===== config.mk =====
export PLATFORM = sky130hd
export DESIGN_NAME = uart_tx_fifo
export DESIGN_NICKNAME = d
export VERILOG_FILES = /design/src/rtl/uart_tx_fifo.sv
export SDC_FILE = /design/constraint.sdc
export NUM_CORES = 1
export LEC_CHECK = 0
export ABC_AREA = 0
export CAP_MARGIN = 0
export CORE_UTILIZATION = 65
export DETAILED_ROUTE_END_ITERATION = 6
export DONT_BUFFER_PORTS = 1
export HOLD_SLACK_MARGIN = 0.1
export PLACE_DENSITY = 0.81
export SYNTH_ARGS = -nofsm -noshare
export SYNTH_HDL_FRONTEND = slang
export SYNTH_SLANG_ARGS = --single-unit

===== constraint.sdc =====
create_clock -name clk -period 3.18 [get_ports clk]
set_input_delay 0.159 -clock clk [delete_from_list [all_inputs] [get_ports clk]]
set_output_delay 0.159 -clock clk [all_outputs]
set_load 0.02 [all_outputs]

===== src/rtl/uart_tx_fifo.sv =====
// 8N1 UART transmitter fed by a one-cycle write strobe, with a write buffer ahead of the serialiser.
// Define UART_TX_FIFO_EN for a FIFO_DEPTH-entry circular FIFO; otherwise the buffer is one holding register.
module uart_tx_fifo #(
    parameter int CLK_FREQ_HZ = 12_000_000,
    parameter int BAUD        = 115_200,
    parameter int FIFO_DEPTH  = 16
) (
    input  logic       clk,
    input  logic       resetn,
    input  logic       wr_en,
    input  logic [7:0] wr_data,
    output logic       full,
    output logic       busy,
    output logic       ovf,
    output logic       txd
);
    // state  | meaning
    // IDLE   | line high, waiting for a buffered byte
    // START  | driving the start bit (0)
    // DATA   | driving shift[0], LSB first, bit_idx counts 0..7
    // STOP   | driving the stop bit (1); chains straight into START if more data

    localparam int          DIV    = CLK_FREQ_HZ / BAUD;
    localparam logic [15:0] DIV_M1 = 16'(DIV - 1);

    generate
        if (DIV < 2) begin : g_div_check
            $error("uart_tx_fifo: CLK_FREQ_HZ / BAUD must be at least 2");
        end
    endgenerate

    logic       empty;
    logic       push;
    logic       pop;
    logic [7:0] head;

    // full is the pre-pop view, so a write in a popping cycle still sees the old occupancy
    assign push = wr_en & ~full;

`ifdef UART_TX_FIFO_EN
    localparam int AW = $clog2(FIFO_DEPTH);

    generate
        if (FIFO_DEPTH < 2 || (1 << AW) != FIFO_DEPTH) begin : g_depth_check
            $error("uart_tx_fifo: FIFO_DEPTH must be a power of two and at least 2");
        end
    endgenerate

    logic [7:0]  mem [FIFO_DEPTH];
    logic [AW:0] wr_ptr;
    logic [AW:0] rd_ptr;

    always_ff @(posedge clk) begin
        if (push) begin
            mem[wr_ptr[AW-1:0]] <= wr_data;
        end
    end

    always_ff @(posedge clk) begin
        if (!resetn) begin
            wr_ptr <= '0;
            rd_ptr <= '0;
        end else begin
            if (push) begin
                wr_ptr <= wr_ptr + {{AW{1'b0}}, 1'b1};
            end
            if (pop) begin
                rd_ptr <= rd_ptr + {{AW{1'b0}}, 1'b1};
            end
        end
    end

    assign full  = (wr_ptr[AW] != rd_ptr[AW]) && (wr_ptr[AW-1:0] == rd_ptr[AW-1:0]);
    assign empty = (wr_ptr == rd_ptr);
    assign head  = mem[rd_ptr[AW-1:0]];
`else
    logic       hold_valid;
    logic [7:0] hold_data;

    // push only happens while empty and pop only while valid, so they never coincide
    always_ff @(posedge clk) begin
        if (!resetn) begin
            hold_valid <= 1'b0;
            hold_data  <= '0;
        end else if (push) begin
            hold_valid <= 1'b1;
            hold_data  <= wr_data;
        end else if (pop) begin
            hold_valid <= 1'b0;
        end
    end

    assign full  = hold_valid;
    assign empty = ~hold_valid;
    assign head  = hold_data;
`endif

    always_ff @(posedge clk) begin
        if (!resetn) begin
            ovf <= 1'b0;
        end else if (wr_en && full) begin
            ovf <= 1'b1;
        end
    end

    typedef enum logic [1:0] {
        S_IDLE,
        S_START,
        S_DATA,
        S_STOP
    } state_t;

    state_t      state;
    state_t      state_d;
    logic [15:0] cnt;
    logic [15:0] cnt_d;
    logic [2:0]  bit_idx;
    logic [2:0]  bit_idx_d;
    logic [7:0]  shift;
    logic [7:0]  shift_d;
    logic        txd_d;
    logic        bit_done;

    assign bit_done = (cnt == 16'd0);

    always_comb begin
        state_d   = state;
        cnt_d     = cnt;
        bit_idx_d = bit_idx;
        shift_d   = shift;
        txd_d     = txd;
        pop       = 1'b0;
        if (state != S_IDLE && !bit_done) begin
            cnt_d = cnt - 16'd1;
        end
        case (state)
            S_IDLE: begin
                txd_d = 1'b1;
                if (!empty) begin
                    pop     = 1'b1;
                    shift_d = head;
                    cnt_d   = DIV_M1;
                    txd_d   = 1'b0;
                    state_d = S_START;
                end
            end
            S_START: begin
                if (bit_done) begin
                    cnt_d     = DIV_M1;
                    bit_idx_d = 3'd0;
                    txd_d     = shift[0];
                    state_d   = S_DATA;
                end
            end
            S_DATA: begin
                if (bit_done) begin
                    cnt_d = DIV_M1;
                    if (bit_idx == 3'd7) begin
                        txd_d   = 1'b1;
                        state_d = S_STOP;
                    end else begin
                        shift_d   = {1'b0, shift[7:1]};
                        txd_d     = shift[1];
                        bit_idx_d = bit_idx + 3'd1;
                    end
                end
            end
            S_STOP: begin
                if (bit_done) begin
                    if (!empty) begin
                        pop     = 1'b1;
                        shift_d = head;
                        cnt_d   = DIV_M1;
                        txd_d   = 1'b0;
                        state_d = S_START;
                    end else begin
                        txd_d   = 1'b1;
                        state_d = S_IDLE;
                    end
                end
            end
            default: begin
                txd_d   = 1'b1;
                state_d = S_IDLE;
            end
        endcase
    end

    always_ff @(posedge clk) begin
        if (!resetn) begin
            state   <= S_IDLE;
            cnt     <= '0;
            bit_idx <= '0;
            shift   <= '0;
            txd     <= 1'b1;
        end else begin
            state   <= state_d;
            cnt     <= cnt_d;
            bit_idx <= bit_idx_d;
            shift   <= shift_d;
            txd     <= txd_d;
        end
    end

    assign busy = (state != S_IDLE) | ~empty;

endmodule


### After elaboration in Yosys (flattened, before gate mapping)

Cells that the tools add are included.

| storage, ports and cells | value |
|---|---|
| bits in registers | 40 |
| logic and storage cells | 69 |

| cells by class | value |
|---|---|
| eq/ne operators | 10 |
| $add $sub $neg | 2 |
| muxes and demuxes | 32 |
| reduce and logical (&&, ||, !) cells | 14 |
| bitwise gates (word level) | 3 |

Operators with widths:

| kind | number |
|---|---|
| 16-bit 2-to-1 mux | 4 |
| 16-bit case mux with 3 select lines | 1 |
| 8-bit 2-to-1 mux | 4 |
| 8-bit case mux with 3 select lines | 1 |
| 16-bit zero test | 1 |
| 16-bit by 1-bit subtractor with 16-bit output, second input constant | 1 |
| 2-bit inequality test, second input constant | 6 |
| 1-bit 2-to-1 mux | 10 |
| 2-bit 2-to-1 mux | 5 |
| 3-bit 2-to-1 mux | 3 |
| 2-bit case mux with 4 select lines | 1 |
| 4-bit AND reduction | 2 |
| 3-bit case mux with 2 select lines | 1 |
| 2-bit nonzero test | 3 |
| 5-bit AND reduction | 1 |
| 2-bit == test, second input constant | 2 |
| 1-bit case mux with 4 select lines | 1 |
| 3-bit by 1-bit adder with 3-bit output, second input constant | 1 |
| 3-bit == test, second input constant | 1 |
| 3-bit AND reduction | 1 |
| 3-bit nonzero test | 1 |
| 2-bit by 1-bit == test with 1-bit output, second input constant | 1 |
| 1-bit logical AND | 2 |
| 2-bit zero test | 1 |
| other kinds (6) | 6 |

### Logic depth before layout (Yosys ltp)

Gate-level depths: netlist of the first run.

| logic depth | value |
|---|---|
| depth in word-level cells | 7 |
| gate-level depth with buffers | 8 |

### Worst setup path before layout of the first run

No wires, ideal clock.

| timing | value |
|---|---|
| path type | register to register |
| start point | register state[0] |
| end point | register cnt[12] |
| cell stages (with the launch flop) | 8 |
| path slack | 1.147 ns |
| clock period less this slack | 2.033 ns |
| library setup time | 0.080 ns |
| data arrival time | 1.953 ns |
| path through | dfxtp_1 inv_1 ha_1 clkbuf_1 nor3_2 nand4_1 or4b_1 a211oi_2 |

| on the way | value |
|---|---|
| word-level cells in the longest chain between the ends | 6 |
| elaborated cells between the ends (all ways) | 12 |

Ends and longest elaborated chain:

| what | line | text |
|---|---|---|
| start, declared | 113 | `state_t state;` |
| start signal, assigned | 197 | `state <= state_d;` |
| 2-bit nonzero test | 133 | `if (state != S_IDLE && !bit_done) begin` |
| 1-bit logical AND | 133 |  |
| 16-bit 2-to-1 mux | 133 |  |
| 16-bit 2-to-1 mux | 139, 170 |  |
| 16-bit 2-to-1 mux | 169 | `if (bit_done) begin` |
| 16-bit case mux with 3 select lines (*) | 136 | `case (state)` |
| end signal, assigned | 198 | `cnt <= cnt_d;` |
| end, declared | 115 | `logic [15:0] cnt;` |

Every way passes the cells marked *; elsewhere a longest branch is shown, timed or not.
A chain may end at the register's enable or synchronous reset.

### Worst setup path after layout of the first run

| timing | value |
|---|---|
| start point | register cnt[0] |
| end point | register cnt[3] |

| on the way | value |
|---|---|
| word-level cells in the longest chain between the ends | 7 |
| elaborated cells between the ends (all ways) | 9 |

Ends and longest elaborated chain:

| what | line |
|---|---|
| parallel branches: the longest is 6 deep, another holds 16-bit by 1-bit subtractor with 16-bit output | - |
| 16-bit case mux with 3 select lines (*) | 136 |

Every way passes the cells marked *.

==> results.txt, run 1 <==
vias in the first global route -> 1729
Max IR drop VDD -> 0.592 mV
CP cell instances -> inv_1 -> ha_1 -> nor4b_1 -> and4_1 -> o22a_1 -> o21ai_0
Main synth FF type -> dfxtp_1
PwrDens -> 893 nW/um2
top cell type by total area after synthesis -> dfxtp_1
Max Cap Violations -> 0
initial antenna violation count -> 0
Root Driver -> clkbuf_4
setup_tns -> 0 ns
Layout Cells excl Fill -> 285
DRC -> 0
via/cell ratio -> 6.41
Worst EP arrival -> 2.78 ns
HP Class -> input port to register
Slowest cell on crit path -> and4_1
RSZ-0062 raised after global routing -> false
Power, Total -> 2.10 mW
Ports -> 15
final net count -> 259
# rows -> 20
area grow syn2layout -> 6.89%
die height -> 60.1 um
Seq/Total Area, Yosys -> 0.364
Tmin final -> 2.55 ns
Num CTS Buffers -> 5
leakage power -> 0.890 nW
Synth top area share -> 0.364
worst-margin pin slew -> 1.16 ns
Post-synth EDFFs -> 0
top layer in use -> met4
overall routing resource usage -> 0.292
clk_lat worst skew -> 0.36 ns
WL final -> 4670 um
Synth area leaders -> dfxtp_1 36%, mux2i_1 9.1%, ha_1 4.6%
status -> completed
clk sinks -> 40
CTS max path bufs -> 2
antenna cell count -> 0
CP Launch Type -> register
Syn Nets -> 258
CTS tree -> yes
Mapped Cells -> 239
grt ovf -> 0
via count -> 1826
die span in x -> 60.1 um
pin count of the biggest net entering global routing -> 38
final hold vios -> 0
yosys warns -> 0
number of fill cells -> 232
Distinct cells, synth -> 51
top-count cell post-synth -> dfxtp_1
layout cells sized above 1 -> 0.145
max-slew violations -> 0
skew final -> 0.00660 ns
effective utilization at floorplan -> 0.702
number of port buffers -> 0
Post-synth ARST share -> 0
Post-Route M1 WL -> 2080 um
first-pass GRT wire length -> 7930 um
gp weighted congestion -> 0.841
core area -> 3130 um2
H-tree lvl count -> 2
CP Max Fanout -> 23
Setup WS pre-CTS -> 0.684 ns
final worst path period share -> 0.800
routed wl met2 -> 2310 um
R2R setup slack -> 0.63 ns
DRT iter0 DRCs -> 176
hold_ws -> 0.164 ns
PnR worst setup slack -> 0.635 ns
Rel. slew slack -> 0.221
synth cell count leaders -> 40 x dfxtp_1, 26 x nand2_1, 20 x mux2i_1
Largest stage delay, worst path -> 0.76 ns
CP Class -> register to register
DR pass1 iterations -> 4
routed wl met3 -> 220 um
die area -> 3620 um2
Crit. End Element -> register
HPWL after DPL -> 3100 um
syn_area_per_cell -> 9.19 um2
Mapped Area -> 2200 um2
placed cell count -> 267
#FFs+latches synth -> 40
Antenna Nets Post-Route -> 0
routed length per instance -> 16.4 um
Worst-path clk slew -> 0.12 ns
# setup viols final -> 0
max frequency -> 393 MHz
Worst EP required -> 3.41 ns
-- area by class of cell --
class	count	area [um2]	share of cell area
multi-input cells	175	1300	0.552
flip-flops and latches	40	801	0.341
repair buffers	11	108	0.0458
well taps	44	55.1	0.0234
clock buffers	6	51.3	0.0218
inverters	7	26.3	0.0112
clock inverters	2	10.0	0.00426
-- cells in the final DEF, fill, tap and decap left out, types with 2 or more instances in the layout --
master         instances
dfxtp_1               40
nand2_1               26
mux2i_1               20
nor2b_1               10
nor2_1                10
dlygate4sd3_1         10
nand3_1                8
ha_1                   8
inv_1                  7
o21ai_0                7
o31ai_1                7
a211oi_1               7
o211ai_1               7
mux2_2                 7
or4_1                  5
or3_1                  5
clkbuf_4               5
or2_2                  4
a21oi_1                4
o311ai_0               3
or4_4                  2
nand4_1                2
nor3_1                 2
o41ai_1                2
or4b_1                 2
a211oi_2               2
o221a_2                2
o221ai_1               2
clkinv_2               2
-- worst max-delay path: cells and delay by family (launching register included) --
| kind | cells | cell delay, ns |
|---|---|---|
| flip-flops | 1 | 0.35 |
| AO/OA/AOI/OAI | 2 | 0.69 |
| AND/OR/NAND/NOR | 2 | 1.16 |
| buffers and inverters | 1 | 0.09 |
| adder cells (fa/ha/maj) | 1 | 0.14 |
-- cell families (layout without fill, tap and decap cells) --
kind of cell	after synthesis	count (layout)	synth area share
adders and majority gates	8	8	0.0456
buffers and inverters	24	26	0.0450
muxes	27	27	0.127
AOI/OAI and AO/OA	49	49	0.171
DFF	40	40	0.364
and+or+nand+nor	91	91	0.247
-- report_power, final --
part | switching, mW | internal [mW] | leakage (nW) | total, mW
clock | 0.172 | 0.105 | 0.0380 | 0.278
combinational | 0.692 | 0.421 | 0.526 | 1.11
sequential | 0.112 | 0.593 | 0.326 | 0.705
-- what timing repair did --
| item | in CTS | in global routing |
|---|---|---|
| gates resized for setup | 0 | 0 |
| hold endpoints to repair | 26 | 0 |
| hold buffers | 10 | 0 |
| setup buffers | 0 | 0 |
-- registers in the layout, summed over array words and instances (netlist names) --
register	flops
state	2
head	8
txd	1
shift	8
full	1
bit_idx	3
cnt	16
ovf	1
-- routing by layer --
layer,up-vias,global-route usage
met5,-,0
met4,0,0.0864
met3,6,0.0779
met2,47,0.495
met1,884,0.357
li1,889,-
-- path summary, 6_finish.rpt --
kind | startpoint | endpoint | depth (start not counted)
setup / recovery | cnt[0]$_SDFF_PN0_ | cnt[3]$_SDFF_PN0_ | 6
hold / removal | resetn | cnt[8]$_SDFF_PN0_ | 3
setup reg to reg | cnt[0]$_SDFF_PN0_ | cnt[3]$_SDFF_PN0_ | 6
hold reg to reg | shift[4]$_SDFFE_PN0P_ | shift[4]$_SDFFE_PN0P_ | 2
-- metrics by stage --
stage | cell area [um2] | util
floorplan | 2200 | -
finish | 2350 | 0.751
global route | 2350 | 0.751
CTS | 2350 | 0.751
detailed placement | 2190 | 0.699
global placement | 2190 | 0.699
Power figures use the tool's default switching activity.
==> run 2, diff against run 1 <==
--- a/config.mk
+++ b/config.mk
@@ -7,11 +7,11 @@
 export LEC_CHECK = 0
 export ABC_AREA = 0
 export CAP_MARGIN = 0
-export CORE_UTILIZATION = 65
+export CORE_UTILIZATION = 56
 export DETAILED_ROUTE_END_ITERATION = 6
 export DONT_BUFFER_PORTS = 1
 export HOLD_SLACK_MARGIN = 0.1
-export PLACE_DENSITY = 0.81
+export PLACE_DENSITY = 0.74
 export SYNTH_ARGS = -nofsm -noshare
 export SYNTH_HDL_FRONTEND = slang
 export SYNTH_SLANG_ARGS = --single-unit
==> constraint.sdc (replaced) <==
create_clock -name clk -period 2.2 [get_ports clk]
set_input_delay 0.11 -clock clk [delete_from_list [all_inputs] [get_ports clk]]
set_output_delay 0.11 -clock clk [all_outputs]
set_load 0.02 [all_outputs]
==> run 2 against run 1 <==
  * Worst hold slack improved by 0.033 ns
  * Clock-buffer cell count down 1
  * Final cell count is 6.3% higher
  * Critical path type unchanged
  * Critical endpoint is now cnt[14]$_SDFF_PN0_
==> results.txt, run 2 (same netlist as run 1, synthesis figures left out) <==
PwrDens -> 1380 nW/um2 (+54%)
die span in x -> 64.6 um (+7.5%)
worst-margin pin slew -> 1.17 ns (+0.000432 ns)
status -> completed
HPWL after DPL -> 3060 um (-1.3%)
Power, Total -> 3.48 mW (+66%)
vias in the first global route -> 1781 (+3.0%)
WL final -> 4670 um (unchanged)
CP Launch Type -> register
final hold vios -> 0 (unchanged)
most common cell after layout, fill and taps aside -> dfxtp_1
final net count -> 273 (+5.4%)
Rel. slew slack -> 0.221 (-0.000289)
final worst path period share -> 0.920 (+0.120)
skew final -> 0.00410 ns (-0.00249 ns)
Tmin final -> 2.02 ns (-0.521 ns)
initial antenna violation count -> 0 (unchanged)
layout cells sized above 1 -> 0.204 (+0.0587)
Ports -> 15 (unchanged)
DRT iter0 DRCs -> 144 (-18%)
Antenna Nets Post-Route -> 0 (unchanged)
DR pass1 iterations -> 4 (unchanged)
via/cell ratio -> 5.91 (-7.7%)
final instance area -> 2530 um2 (+7.8%)
die height -> 64.6 um (+7.5%)
Worst Hold End -> cnt[3]$_SDFF_PN0_
pin count of the biggest net entering global routing -> 38 (unchanged)
final core occ -> 0.681 (-0.0697)
area grow syn2layout -> 15.2%
CP Max Fanout -> 4 (-83%)
Worst EP arrival -> 2.25 ns (-0.53 ns)
number of fill cells -> 313 (+35%)
first-pass GRT wire length -> 8320 um (+5.0%)
placed cell count -> 284 (+6.4%)
Root Driver -> clkbuf_8
Num CTS Buffers -> 5 (unchanged)
CTS max path bufs -> 2 (unchanged)
DRC -> 0 (unchanged)
grt ovf -> 0 (unchanged)
hold_sp -> resetn
clk_lat worst skew -> 0.30 ns (-0.06 ns)
Max Cap Violations -> 0 (unchanged)
Biggest register -> cnt
Layout Cells excl Fill -> 303 (+6.3%)
RR Startpoint -> state[0]$_SDFFE_PN0P_
Area after DPL -> 2290 um2 (+4.9%)
antenna cell count -> 0 (unchanged)
reg2reg path depth -> 7 (+1)
max frequency -> 494 MHz (+26%)
routed length per instance -> 15.4 um (-5.9%)
RSZ-0062 raised after global routing -> false
overall routing resource usage -> 0.257 (-0.0348)
max-slew violations -> 0 (unchanged)
effective utilization at floorplan -> 0.591 (-0.111)
CP Class -> register to register
max FFs per register -> 16 (unchanged)
Worst EP required -> 2.42 ns (-0.99 ns)
via count -> 1791 (-1.9%)
# setup viols final -> 0 (unchanged)
Max IR drop VDD -> 0.654 mV (+10%)
gp weighted congestion -> 0.805 (-4.3%)
# rows -> 22 (+10%)
die area -> 4180 um2 (+16%)
setup_tns -> 0 ns (unchanged)
core area -> 3720 um2 (+19%)
H-tree lvl count -> 2 (unchanged)
CTS tree -> yes
HP Class -> input port to register
leakage power -> 0.980 nW (+10%)
reg2reg end -> cnt[14]$_SDFF_PN0_
hold path depth -> 3 (unchanged)
Worst-path clk slew -> 0.08 ns (-0.04 ns)
Crit. End Element -> register
clk sinks -> 40 (unchanged)
R2R setup slack -> 0.18 ns (-0.46 ns)
number of port buffers -> 0 (unchanged)
commonest cells after routing, fill and taps aside -> 40 x dfxtp_1, 26 x nand2_1, 20 x mux2i_1, 15 x buf_4
==> run 2: changes by cell type in the layout (fill, tap and decap cells not counted), sizes merged <==
cell | before | now
clkbuf | 6 | 5
bufinv | 0 | 1
clkinv | 2 | 0
buf | 1 | 15
clkinvlp | 0 | 1
inv | 7 | 8
==> run 2: metal layers <==
layer | routed length [um] | track usage | up-vias
met3 | 162 | 0.0528 | 5
met1 | 2260 | 0.334 | 839
li1 | - | - | 918
met5 | 0 | 0 | -
met4 | 60 | 0.0833 | 0
met2 | 2190 | 0.422 | 29
==> run 2: through the flow <==
step	hold WS [ns]	setup WS, ns
2_1_floorplan	0.277	0.167
4_1_cts	0.194	0.0242
5_1_grt	0.207	0.0498
3_3_place_gp	0.188	0.184
3_5_place_dp	0.193	0.117
6_report	0.197	0.175
==> run 2: timing repair <==
action                                 CTS  global route
endpoints found under the hold margin   26             0
setup endpoints to repair                0            11
resized for setup                        0             3
setup buffers                            0             1
hold buffers                            10             0
==> run 2: area by class of cell <==
type,count,area (um2),area share
inverters,7,26.3,0.0104
repair buffers,25,213,0.0840
clock inverters,3,46.3,0.0183
flip-flops and latches,40,801,0.316
multi-input cells,175,1320,0.520
clock buffers,5,68.8,0.0272
well taps,48,60.1,0.0237
==> run 2: critical path: stages (launching register included) <==
cell	delay (ns)
dfxtp_1	0.39
inv_1	0.09
ha_1	0.26
nor3_4	0.19
nand4_1	0.20
buf_4	0.20
or4_1	0.39
a211oi_1	0.22
==> run 2: where the power goes <==
| part | switching [mW] | internal, mW | leakage, nW |
|---|---|---|---|
| combinational | 1.05 | 0.802 | 0.599 |
| clock | 0.282 | 0.342 | 0.0548 |
| sequential | 0.152 | 0.857 | 0.326 |
| total | 1.48 | 2.00 | 0.980 |
==> run 2: worst max path at each step <==
stage / slack [ns] / to / cells after the start / start
floorplan: 0.17 / cnt[12]$_SDFF_PN0_ / 7 / state[0]$_SDFFE_PN0P_
global placement: 0.18 / cnt[12]$_SDFF_PN0_ / 6 / state[0]$_SDFFE_PN0P_
detailed placement: 0.12 / cnt[12]$_SDFF_PN0_ / 6 / state[0]$_SDFFE_PN0P_
CTS: 0.02 / cnt[12]$_SDFF_PN0_ / 6 / state[0]$_SDFFE_PN0P_
global route: 0.05 / cnt[14]$_SDFF_PN0_ / 7 / state[0]$_SDFFE_PN0P_
finish: 0.18 / cnt[14]$_SDFF_PN0_ / 7 / state[0]$_SDFFE_PN0P_
